$ cat config.mk
export PLATFORM = sky130hd
export DESIGN_NAME = byte_serial_adder_ctrl_flat
export DESIGN_NICKNAME = d
export VERILOG_FILES = /design/src/rtl/byte_serial_adder_ctrl_pkg.sv /design/src/rtl/byte_serial_adder_ctrl_if.sv /design/src/rtl/byte_serial_adder_ctrl_byte_adder.sv /design/src/rtl/byte_serial_adder_ctrl.sv /design/src/flat_wrapper.sv
export SDC_FILE = /design/constraint.sdc
export NUM_CORES = 1
export LEC_CHECK = 0
export ABC_AREA = 1
export CORE_MARGIN = 1.5
export CORE_UTILIZATION = 54
export DETAILED_ROUTE_END_ITERATION = 10
export PLACE_DENSITY = 0.95
export SETUP_SLACK_MARGIN = 0.5
export SYNTH_ARGS = -nofsm -noshare
export SYNTH_HDL_FRONTEND = slang
export SYNTH_SLANG_ARGS = --single-unit
export TNS_END_PERCENT = 1
$ cat constraint.sdc
create_clock -name clk -period 3.5 [get_ports clk]
set_clock_uncertainty 0.05 [all_clocks]
set_input_delay 0.7 -clock clk [delete_from_list [all_inputs] [get_ports clk]]
set_output_delay 0.7 -clock clk [all_outputs]
set_load 0.1 [all_outputs]
$ cat src/rtl/byte_serial_adder_ctrl_pkg.sv
// Shared definitions for the byte-serial wide adder sequencer.
// Holds the FSM encodings, the byte width and the signed-overflow rule.
package byte_serial_adder_ctrl_pkg;

  localparam int unsigned BYTE_W = 8;

  typedef enum logic [1:0] {
    ST_IDLE = 2'd0,
    ST_RUN  = 2'd1,
    ST_DONE = 2'd2
  } state_t;

  // Two's-complement overflow: same-signed operands yielding a differently signed result.
  function automatic logic signed_ovf(input logic a_msb, input logic b_msb, input logic s_msb);
    return (a_msb == b_msb) && (s_msb != a_msb);
  endfunction

endpackage

$ cat src/rtl/byte_serial_adder_ctrl_if.sv
// Request/result bundle between the ALU front end and the wide-add sequencer.
interface byte_serial_adder_ctrl_if #(
  parameter int unsigned NBYTES = 4
);
  import byte_serial_adder_ctrl_pkg::*;

  localparam int unsigned W = BYTE_W * NBYTES;

  logic         start;
  logic [W-1:0] a;
  logic [W-1:0] b;
  logic         cin;
  logic         busy;
  logic         done;
  logic [W-1:0] sum;
  logic         cout;
  logic         ovf;

  modport master (
    output start, a, b, cin,
    input  busy, done, sum, cout, ovf
  );

  modport slave (
    input  start, a, b, cin,
    output busy, done, sum, cout, ovf
  );

endinterface

$ cat src/rtl/byte_serial_adder_ctrl_byte_adder.sv
// Shared 8-bit adder slice with carry in/out; purely combinational.
module byte_serial_adder_ctrl_byte_adder
  import byte_serial_adder_ctrl_pkg::*;
(
  input  logic [BYTE_W-1:0] i_a,
  input  logic [BYTE_W-1:0] i_b,
  input  logic              i_cin,
  output logic [BYTE_W-1:0] o_sum_c,
  output logic              o_carry_c
);

  always_comb begin
    {o_carry_c, o_sum_c} = {1'b0, i_a} + {1'b0, i_b} + {{BYTE_W{1'b0}}, i_cin};
  end

endmodule

$ cat src/rtl/byte_serial_adder_ctrl.sv
// Wide adder built by stepping one byte adder over the operands, LSB first,
// chaining the carry through a register between bytes.
module byte_serial_adder_ctrl
  import byte_serial_adder_ctrl_pkg::*;
#(
  parameter int unsigned NBYTES = 4,
  parameter int unsigned IDXW   = 2
) (
  input  logic                     clk,
  input  logic                     rst,
  byte_serial_adder_ctrl_if.slave  bus
);

  localparam int unsigned      W        = BYTE_W * NBYTES;
  localparam logic [IDXW-1:0]  LAST_IDX = IDXW'(NBYTES - 1);

  state_t              r_state;
  state_t              w_next_state;
  logic [IDXW-1:0]     r_idx;
  logic                r_carry;
  logic [W-1:0]        r_op_a;
  logic [W-1:0]        r_op_b;
  logic [W-1:0]        r_sum;
  logic                r_cout;
  logic                r_ovf;
  logic                r_busy;
  logic                r_done;

  logic [BYTE_W-1:0]   w_a_byte;
  logic [BYTE_W-1:0]   w_b_byte;
  logic [BYTE_W-1:0]   w_sum_byte;
  logic                w_carry;
  logic                w_last;

  assign w_a_byte = r_op_a[BYTE_W*r_idx +: BYTE_W];
  assign w_b_byte = r_op_b[BYTE_W*r_idx +: BYTE_W];
  assign w_last   = (r_idx == LAST_IDX);

  byte_serial_adder_ctrl_byte_adder u_byte_adder (
    .i_a       (w_a_byte),
    .i_b       (w_b_byte),
    .i_cin     (r_carry),
    .o_sum_c   (w_sum_byte),
    .o_carry_c (w_carry)
  );

  // Next-state logic; unreachable encodings fall back to IDLE.
  always_comb begin
    w_next_state = r_state;
    case (r_state)
      ST_IDLE: if (bus.start) w_next_state = ST_RUN;
      ST_RUN:  if (w_last)    w_next_state = ST_DONE;
      ST_DONE:                w_next_state = ST_IDLE;
      default:                w_next_state = ST_IDLE;
    endcase
  end

  // State register; busy/done are registered decodes of the upcoming state.
  always_ff @(posedge clk) begin
    if (rst) begin
      r_state <= ST_IDLE;
      r_busy  <= 1'b0;
      r_done  <= 1'b0;
    end else begin
      r_state <= w_next_state;
      r_busy  <= (w_next_state != ST_IDLE);
      r_done  <= (w_next_state == ST_DONE);
    end
  end

  // Operand latches, byte index, carry chain and result register.
  always_ff @(posedge clk) begin
    if (rst) begin
      r_idx   <= '0;
      r_carry <= 1'b0;
      r_op_a  <= '0;
      r_op_b  <= '0;
      r_sum   <= '0;
      r_cout  <= 1'b0;
      r_ovf   <= 1'b0;
    end else begin
      case (r_state)
        ST_IDLE: begin
          if (bus.start) begin
            r_op_a  <= bus.a;
            r_op_b  <= bus.b;
            r_carry <= bus.cin;
            r_idx   <= '0;
            r_sum   <= '0;
            r_cout  <= 1'b0;
            r_ovf   <= 1'b0;
          end
        end
        ST_RUN: begin
          r_sum[BYTE_W*r_idx +: BYTE_W] <= w_sum_byte;
          r_carry                       <= w_carry;
          if (w_last) begin
            // Index parks at zero so it never leaves 0..NBYTES-1.
            r_idx  <= '0;
            r_cout <= w_carry;
            r_ovf  <= signed_ovf(r_op_a[W-1], r_op_b[W-1], w_sum_byte[BYTE_W-1]);
          end else begin
            r_idx  <= r_idx + IDXW'(1);
          end
        end
        default: ;
      endcase
    end
  end

  assign bus.busy = r_busy;
  assign bus.done = r_done;
  assign bus.sum  = r_sum;
  assign bus.cout = r_cout;
  assign bus.ovf  = r_ovf;

endmodule

$ cat src/flat_wrapper.sv
// flat-port wrapper written by rule: the top's interface ports become plain ports
module byte_serial_adder_ctrl_flat import byte_serial_adder_ctrl_pkg::*;
#(
  parameter int unsigned NBYTES = 4,
  parameter int unsigned IDXW   = 2
)
  (clk, rst, bus_start, bus_a, bus_b, bus_cin, bus_busy, bus_done, bus_sum, bus_cout, bus_ovf);
  byte_serial_adder_ctrl_if #(.NBYTES(NBYTES)) bus_i ();
  input  logic clk;
  input  logic rst;
  input wire logic [$bits(bus_i.start)-1:0] bus_start;
  input wire logic [$bits(bus_i.a)-1:0] bus_a;
  input wire logic [$bits(bus_i.b)-1:0] bus_b;
  input wire logic [$bits(bus_i.cin)-1:0] bus_cin;
  output wire logic [$bits(bus_i.busy)-1:0] bus_busy;
  output wire logic [$bits(bus_i.done)-1:0] bus_done;
  output wire logic [$bits(bus_i.sum)-1:0] bus_sum;
  output wire logic [$bits(bus_i.cout)-1:0] bus_cout;
  output wire logic [$bits(bus_i.ovf)-1:0] bus_ovf;
  assign bus_i.start = bus_start;
  assign bus_i.a = bus_a;
  assign bus_i.b = bus_b;
  assign bus_i.cin = bus_cin;
  assign bus_busy = bus_i.busy;
  assign bus_done = bus_i.done;
  assign bus_sum = bus_i.sum;
  assign bus_cout = bus_i.cout;
  assign bus_ovf = bus_i.ovf;
  byte_serial_adder_ctrl #(.NBYTES(NBYTES), .IDXW(IDXW)) u_core (.clk(clk), .rst(rst), .bus(bus_i));
endmodule
* After elaboration in Yosys (flattened, before gate mapping)
Cells that the tools add are included.
** Operators by class
- $add $sub $neg :: 4
- Multipliers :: 0
- Divide/modulo/power cells :: 0
- Magnitude comparators :: 0
- Equal/unequal tests :: 7
- Shift-type cells :: 4
- Multiplexer cells :: 16
- Bitwise operators :: 0
- Reduce and logical (&&, ||, !) cells :: 7
** Operators by type and width (number)
- $pmux 32 s2 :: 1
- $shiftx 32x6->8 :: 2
- $neg 5->34 :: 1
- $shift 8x34->32 const A :: 1
- $shiftx 8x34->32 :: 1
- $bwmux 32 :: 1
- $mux 32 :: 1
- $add 8x8->9 :: 1
- $add 9x1->9 :: 1
- $mux 2 :: 4
- $pmux 2 s2 :: 2
- $pmux 1 s2 :: 3
- $eq 2x2->1 const B :: 2
- $mux 1 :: 4
- $reduce_and 2->1 :: 2
- $reduce_bool 2->1 :: 2
- $reduce_and 3->1 :: 1
- $add 2x1->2 const B :: 1
- $eq 2x1->1 const B :: 1
- $logic_not 2->1 :: 1
- $ne 2x1->1 const B :: 1
- $ne 2x2->1 const B :: 1
- $eq 1x1->1 :: 1
- $logic_and 1x1->1 :: 1
- $ne 1x1->1 :: 1
** Storage, ports and cells
- Flip-flop bits (word level) :: 105
- Bits in latches :: 0
- Bits in writable memories :: 0
- ROM bits :: 0
- Word-level logic and storage cells :: 48
- Memories :: 0

* Logic depth before layout (Yosys ltp)
Gate-level depths: netlist of the first run.
- Word-level depth :: 7
- Mapped depth :: 16

* Hierarchy
From an unflattened synthesis of the first run, not the netlist that was laid out.
** Unflattened totals
- Cells, all modules :: 667
- Area, all modules :: 4783.3 um^2
** By module, submodules not included
- byte_serial_adder_ctrl :: instances 1, cells an instance 608, area an instance 4399.2 um^2, sequential area each 2102.0 um^2
- byte_serial_adder_ctrl_byte_adder :: instances 1, cells an instance 59, area an instance 384.1 um^2, sequential area each 0.0 um^2

* Worst setup path after synthesis of the first run
OpenSTA, ideal clock, no wires.
- Path type :: reg2reg
- From :: register u_core.r_idx[0]
- To :: register u_core.r_sum[9] (netlist: u_core.bus.sum[9])
- Arrival time :: 2.263 ns
- Setup slack :: 1.117 ns
- Stages on the path, launching flop included :: 11
- Buffers on the path :: 1
- Cell sequence :: dfxtp_1 -> inv_1 -> clkbuf_1 -> o21ai_0 -> o22ai_1 -> fa_1 -> inv_1 -> fa_1 -> nor3_1 -> nand2_1 -> a21oi_1
** On the way
- Word-level cells in the longest chain between the ends :: 6
- Elaborated cells on any way between the ends :: 9
- Those cells by class :: 3 x add/sub; 4 x shift; 2 x mux
** RTL lines
- start: declaration :: line byte_serial_adder_ctrl.sv:19 : logic [IDXW-1:0] r_idx;
- start signal: assignment :: line byte_serial_adder_ctrl.sv:103 : r_idx <= r_idx + IDXW'(1);
- $shiftx 32x6->8, on equally long branches :: line byte_serial_adder_ctrl.sv:35, byte_serial_adder_ctrl.sv:36
- $add 8x8->9 :: line byte_serial_adder_ctrl_byte_adder.sv:13 : {o_carry_c, o_sum_c} = {1'b0, i_a} + {1'b0, i_b} + {{BYTE_W{1'b0}}, i_cin};
- $add 9x1->9 :: line byte_serial_adder_ctrl_byte_adder.sv:13
- $shiftx 8x34->32 :: line byte_serial_adder_ctrl.sv:95 : r_sum[BYTE_W*r_idx +: BYTE_W] <= w_sum_byte;
- $bwmux 32 * :: line byte_serial_adder_ctrl.sv:95
- $pmux 32 s2 * :: line byte_serial_adder_ctrl.sv:82 : case (r_state)
- end signal: indexed assignment :: line byte_serial_adder_ctrl.sv:95
- end: declaration :: line byte_serial_adder_ctrl.sv:23 : logic [W-1:0] r_sum;
Every way passes the cells marked *; elsewhere a longest branch is shown, timed or not.
A chain may end at the register's enable or synchronous reset.

* Worst setup path after layout of the first run
- From :: register u_core.r_idx[1]
- To :: register u_core.r_sum[28] (netlist: u_core.bus.sum[28])
Same word-level chain as after synthesis.

==> results of run 1 <==
## path summary, 6_finish.rpt
path                           start                  to  cells past startpoint
setup / recovery     u_core.r_idx[1]  u_core.bus.sum[28]                     11
hold / removal    u_core.bus.sum[23]  u_core.bus.sum[23]                      2
setup reg to reg     u_core.r_idx[1]  u_core.bus.sum[28]                     11
hold reg to reg   u_core.bus.sum[23]  u_core.bus.sum[23]                      2
## power by group through the flow
stage / Combinational, mW / Clock (mW) / Sequential (mW)
after detailed placement: 0.689 / 0 / 1.34
after CTS: 0.696 / 0.849 / 1.31
final: 0.701 / 0.843 / 1.31
after floorplan: 0.405 / 0 / 1.40
after global routing: 0.767 / 0.903 / 1.32
after global placement: 0.666 / 0 / 1.34
## area by class of cell
class                      count  area (µm²)
tap                          105         131
timing repair buffer         112        1080
inverter                      29         109
clock buffer                  10         138
clock inverter                 6        88.8
multi-input combinational    460        2210
sequential                   105        2100
fill                         620        2350
## metrics by stage
step / std cells / hold WS (ns) / power, mW
global placement: 811 / 0.399 / 2.00
floorplan: 630 / 0.399 / 1.81
CTS: 827 / 0.423 / 2.86
finish: 827 / 0.424 / 2.86
detailed placement: 811 / 0.408 / 2.03
global route: 827 / 0.445 / 2.99
## synthesized netlist by cell type (3+ instances only)
cell / instances / area share
nor2_1: 161 / 0.13
dfxtp_1: 105 / 0.46
o21ai_0: 94 / 0.10
nand2_1: 85 / 0.070
a21oi_1: 45 / 0.049
inv_1: 24 / 0.020
clkbuf_1: 22 / 0.018
nand3_1: 17 / 0.019
o22ai_1: 14 / 0.019
ha_1: 11 / 0.030
buf_2: 10 / 0.011
nand4_1: 10 / 0.014
inv_2: 4 / 0.0033
nor2_4: 3 / 0.0074
o21ai_1: 3 / 0.0033
o21ai_2: 3 / 0.0057
## state kept, by name, indices dropped and copies added (netlist names)
| name | count |
|---|---|
| u_core.bus.busy | 1 |
| u_core.bus.cout | 1 |
| u_core.bus.done | 1 |
| u_core.bus.ovf | 1 |
| u_core.bus.sum | 32 |
| u_core.r_carry | 1 |
| u_core.r_idx | 2 |
| u_core.r_op_a | 32 |
| u_core.r_op_b | 32 |
| u_core.r_state | 2 |
## per-layer routing
metal | global-route usage | vias to the layer above | share of wire
met5 | 0 | - | 0
met2 | 0.471 | 177 | 0.50
met1 | 0.325 | 2112 | 0.42
met3 | 0.0566 | 30 | 0.053
li1 | - | 2247 | -
met4 | 0.0896 | 0 | 0.027
## cells by family after synthesis
logic type	after synthesis
flip-flops	105
adder cells (fa/ha/maj)	13
AND/OR/NAND/NOR	282
buffers and inverters	65
AO/OA/AOI/OAI	162
XOR/XNOR	3
## critical path: cells and delay by family, from the launching register on
family                   cells  cell delay [ns]
XOR/XNOR                     1             0.25
adder cells (fa/ha/maj)      2             0.62
buffers and inverters        3             0.60
AND/OR/NAND/NOR              1             0.15
AO/OA/AOI/OAI                4             0.71
flip-flops                   1             0.35
==> summary.md, run 1 <==
| Metric | Value |
|---|---|
| Outcome | `finished, final reports clean` |
| Ys async rst share | `0` |
| Pre-antenna DRT Iters | `5` |
| Syn Nets | `711` |
| Post-route cell area | `5860 µm²` |
| Period Utilization, post-route | `0.801` |
| Vias in the first global route | `about 4.2k` |
| Post-synthesis sequential area ratio | `0.459` |
| TritonCTS clock tree | `built` |
| Final wirelength | `11,700 µm` |
| Crit path kind | `reg -> reg` |
| Total track usage | `0.269` |
| Final Max Slew Viols | `0` |
| Max transition margin | `0.350` |
| Final Hold Vio Count | `0` |
| Die Y-Extent | `95.1 µm` |
| Post-placement cell area | `roughly 5600 µm²` |
| DR iter-0 viols | `320` |
| RSZ-0062 raised after global routing | `false` |
| Slowest CP cell | `clkinv_1` |
| Root Buffer | `clkbuf_8` |
| Clk buf depth | `2` |
| Cells after synthesis | `630` |
| Layout area overhead | `28.0%` |
| Largest net degree at the start of global routing | `70` |
| TritonCTS Buffers | `9` |
| Worst-path clk slew | `0.10 ns` |
| Largest family of logic cells by synthesized area | `simple AND/OR/NAND/NOR gates` |
| Part of the power in combinational logic | `0.245` |
| Worst EP required | `about 3.8 ns` |
| Post-Syn Area | `4580 µm²` |
| Share of layout cells above drive strength 1 | `0.0637` |
| H-tree depth | `3` |
| Pint | `1.94 mW` |
| Core Region | `8220 µm²` |
| Post-Synth Adder-Cell Area | `0.0388` |
| Part of the power in registers | `0.460` |
| Post-Place Worst Slack | `0.813 ns` |
| First-pass GRT wire length | `18,900 µm` |
| DIE WIDTH | `95.1 µm` |
| Min-delay worst type | `reg -> reg` |
| Sum Neg Setup Slack | `0 ns` |
| Residual DRC | `0` |
| Layout Utilization | `0.713` |
| Post-CTS Setup Inserts | `0` |
| Clock sink count | `between 100 and 150` |
| Fin crit period | `2.80 ns` |
| Final setup violation count | `0` |
| Antenna Cells | `0` |
| Cts repair resizes | `0` |
| Most common cell after layout, fill and taps aside | `nor2_1` |
| CP Max Fanout | `20` |
| Avg Vias per Cell | `around 5.5` |
| Syn. warnings | `0` |
| Final WS setup | `0.696 ns` |
| Worst Tran Pin Value | `around 0.97 ns` |
| Post-synth EDFFs | `0` |
| CP Data Arrival Time | `~3 ns` |
| Via count | `around 4.6k` |
| Leakage | `2.33 nW` |
| Sw Share | `0.320` |
| Pwr dens | `488 nW/µm²` |
| Yosys reg bits | `approximately 110` |
| Die area | `9040 µm²` |
| Total global routing overflow | `0` |
| Mean Syn Cell Area | `7.27 µm²` |
| Prevailing post-synth register cell | `dfxtp_1` |
| Most frequent cells in the layout | `161 x nor2_1, 105 x dfxtp_1, 97 x clkdlybuf4s50_1, 94 x o21ai_0, 85 x nand2_1` |
| Initial Utilization | `0.557` |
| VDD IR-drop max | `0.278 mV` |
| Io pins | `104` |
| Complex-gate fraction of the synthesized area | `0.185` |
| Hold Buf Count CTS | `0` |
| Nets | `798` |
| Clk network pwr share | `0.295` |
| Gp weighted congestion | `approximately 0.95` |
| Cell Rows | `33` |
| Crit path largest cell delay | `~0.44 ns` |
| Critical Path Start Type | `register` |
| Final ANT Viol Nets | `0` |
| Max-cap viol count | `0` |
| Synth Area in XOR/XNOR | `0.00574` |
| CP cell instances | `clkinv_1, o21ai_0, o22ai_1, fa_1, inv_1, fa_1, inv_1, a21oi_1, xnor2_1, nand4_1, a21oi_1` |
| Worst skew pair latency | `0.37 ns` |
| Antenna violations before repair | `0` |
| Routed WL per cell | `14.2 µm` |
| Element type at the critical path end | `register` |
| Synth cell types | `31` |
| Psw | `915 µW` |
| Simple-gate area share of the yosys netlist | `0.252` |
| DP HPWL | `between 8000 and 9000 µm` |
| Post-synthesis mux area share | `0` |
| Max Fclk | `about 360 MHz` |
| IO Port Bufs | `103` |
| Worst R2R Setup Slack | `0.70 ns` |
No activity file was read; power rests on OpenSTA's default activity.
==> run 2: changes to the inputs <==
--- a/config.mk
+++ b/config.mk
@@ -7,9 +7,9 @@
 export LEC_CHECK = 0
 export ABC_AREA = 1
 export CORE_MARGIN = 1.5
-export CORE_UTILIZATION = 54
+export CORE_UTILIZATION = 45
 export DETAILED_ROUTE_END_ITERATION = 10
-export PLACE_DENSITY = 0.95
+export PLACE_DENSITY = 0.86
 export SETUP_SLACK_MARGIN = 0.5
 export SYNTH_ARGS = -nofsm -noshare
 export SYNTH_HDL_FRONTEND = slang
==> constraint.sdc (replaced) <==
create_clock -name clk -period 2.4 [get_ports clk]
set_clock_uncertainty 0.05 [all_clocks]
set_input_delay 0.48 -clock clk [delete_from_list [all_inputs] [get_ports clk]]
set_output_delay 0.48 -clock clk [all_outputs]
set_load 0.1 [all_outputs]
==> summary.md, run 2 (synthesis gave the netlist of run 1 again) <==
| Metric | Value |
|---|---|
| Post-route cell area | `between 6000 and 7000 µm²` |
| Vias in the first global route | `4,324` |
| Pwr dens | `between 600 and 700 nW/µm²` |
| DP HPWL | `just under 9000 µm` |
| Final wirelength | `12,300 µm` |
| Worst skew pair latency | `0.36 ns` |
| DR iter-0 viols | `234` |
| Via count | `around 4.5k` |
| Worst EP required | `2.66 ns` |
| Worst r2r src | `u_core.r_idx[0]` |
| Clock sink count | `105` |
| Final ANT Viol Nets | `0` |
| CP Data Arrival Time | `approximately 2.7 ns` |
| TritonCTS Buffers | `9` |
| Max transition margin | `0.688` |
| CP Max Fanout | `9` |
| Io pins | `104` |
| Critical Path Start Type | `register` |
| Worst Tran Pin Value | `0.464 ns` |
| Final setup violation count | `0` |
| GR Util met2 | `0.393` |
| Hold path cells | `2` |
| GRT met1 Usage | `0.280` |
| Largest net degree at the start of global routing | `70` |
| Die area | `10,800 µm²` |
| First-pass GRT wire length | `20,000 µm` |
| Final Hold Vio Count | `0` |
| Core Region | `9820 µm²` |
| Post-placement cell area | `5700 µm²` |
| VDD IR-drop max | `0.298 mV` |
| Final Max Slew Viols | `0` |
| Max-cap viol count | `0` |
| Avg Vias per Cell | `5.22` |
| TritonCTS clock tree | `built` |
| Total global routing overflow | `0` |
| Root Buffer | `clkbuf_8` |
| Most common cell after layout, fill and taps aside | `nor2_1` |
| Antenna violations before repair | `0` |
| Sum Neg Setup Slack | `0 ns` |
| Antenna Cells | `0` |
| R2R depth | `12` |
| Pre-antenna DRT Iters | `5` |
| Worst R2R Setup Slack | `0.009 ns` |
| Clk buf depth | `2` |
| Gp weighted congestion | `0.895` |
| Gr busiest metal | `met2` |
| Die Y-Extent | `between 100 and 150 µm` |
| Share of layout cells above drive strength 1 | `0.183` |
| Tot Pwr | `4.29 mW` |
| R2R Path End | `u_core.bus.sum[28]` |
| Max Fclk | `418 MHz` |
| Final Non-Filler Cells | `a little under 900` |
| Layout area overhead | `35.5%` |
| Placed cell count | `842` |
| Element type at the critical path end | `register` |
| DIE WIDTH | `~100 µm` |
| Cell Rows | `36` |
| Global-route track usage on met3 | `0.0420` |
| Post-Place Worst Slack | `-0.153 ns` |
| Min-delay worst type | `reg -> reg` |
| Hold wc startpoint | `u_core.bus.sum[0]` |
| Residual DRC | `0` |
| H-tree depth | `3` |
| Routed WL per cell | `14.2 µm` |
| Total track usage | `0.225` |
| Fin crit period | `2.39 ns` |
| Worst-path clk slew | `0.10 ns` |
| Final WS setup | `0.00907 ns` |
| Sink of the worst hold path | `u_core.bus.sum[0]` |
| Initial Utilization | `0.466` |
| Nets | `814` |
| RSZ-0062 raised after global routing | `true` |
| Hold Buf Count CTS | `0` |
| Most frequent cells in the layout | `154 x nor2_1, 103 x dfxtp_1, 87 x o21ai_0, 80 x nand2_1, 67 x clkdlybuf4s50_1` |
| Outcome | `finished, final reports clean` |
| Crit path kind | `reg -> reg` |
| Period Utilization, post-route | `0.996` |
| IO Port Bufs | `about 100` |
| Leakage | `2.54 nW` |
run 2: timing repair:
item | in CTS | in global routing
pin swaps | 9 | 16
cloned | 2 | 0
setup endpoints to repair | 35 | 35
resized for setup | 21 | 26
hold endpoints to repair | 0 | 0
setup buffers | 4 | 7
run 2: worst max-delay path by stage:
stage	end	from	depth (start not counted)
final	u_core.bus.sum[28]	u_core.r_idx[0]	12
after global routing	u_core.bus.sum[28]	u_core.r_idx[0]	12
after CTS	u_core.bus.sum[28]	u_core.r_idx[0]	12
after detailed placement	u_core.bus.sum[27]	u_core.r_idx[0]	12
after global placement	u_core.bus.sum[11]	u_core.r_idx[0]	12
after floorplan	u_core.bus.sum[28]	u_core.r_idx[0]	12
run 2: metrics by stage:
stage / hold WS [ns] / util
2_1_floorplan: 0.399 / -
3_3_place_gp: 0.401 / 0.581
3_5_place_dp: 0.407 / 0.581
4_1_cts: 0.419 / 0.617
5_1_grt: 0.435 / 0.632
6_report: 0.418 / 0.632
run 2: cell type report:
| class | count | area [µm²] |
|---|---|---|
| sequential | 105 | 2110 |
| timing repair buffer | 128 | 1230 |
| inverter | 29 | 121 |
| tap | 133 | 166 |
| clock inverter | 4 | 52.6 |
| fill | 848 | 3610 |
| multi-input combinational | 460 | 2390 |
| clock buffer | 11 | 141 |
run 2: where the power goes:
part           total (mW)  leakage, nW  switching (mW)  internal [mW]
Sequential           1.93        0.864          0.0728           1.85
Clock                1.10       0.0998           0.588          0.510
Combinational        1.26         1.58           0.741          0.520
Total                4.29         2.54            1.40           2.88
run 2: metal layers:
metal,vias up,part of all wire
met5,-,0
met4,0,0.020
met3,24,0.055
met2,154,0.50
met1,2084,0.43
li1,2277,-
run 2: critical path, cell delays in order (launching register included):
cell and delay [ns]:
dfxtp_4 0.39, buf_12 0.16, o21ai_4 0.15, o22ai_2 0.10, fa_2 0.41, inv_2 0.07, fa_2 0.25, inv_2 0.07
a21oi_2 0.16, xnor2_2 0.15, buf_4 0.17, nand4_1 0.09, a21oi_1 0.12
==> run 3: changes to the inputs <==
--- a/config.mk
+++ b/config.mk
@@ -11,6 +11,7 @@
 export DETAILED_ROUTE_END_ITERATION = 10
 export PLACE_DENSITY = 0.86
 export SETUP_SLACK_MARGIN = 0.5
+export SLEW_MARGIN = 20
 export SYNTH_ARGS = -nofsm -noshare
 export SYNTH_HDL_FRONTEND = slang
 export SYNTH_SLANG_ARGS = --single-unit
==> results of run 3 <==
No change in the layout: final DEF, timing and power equal those of run 2.
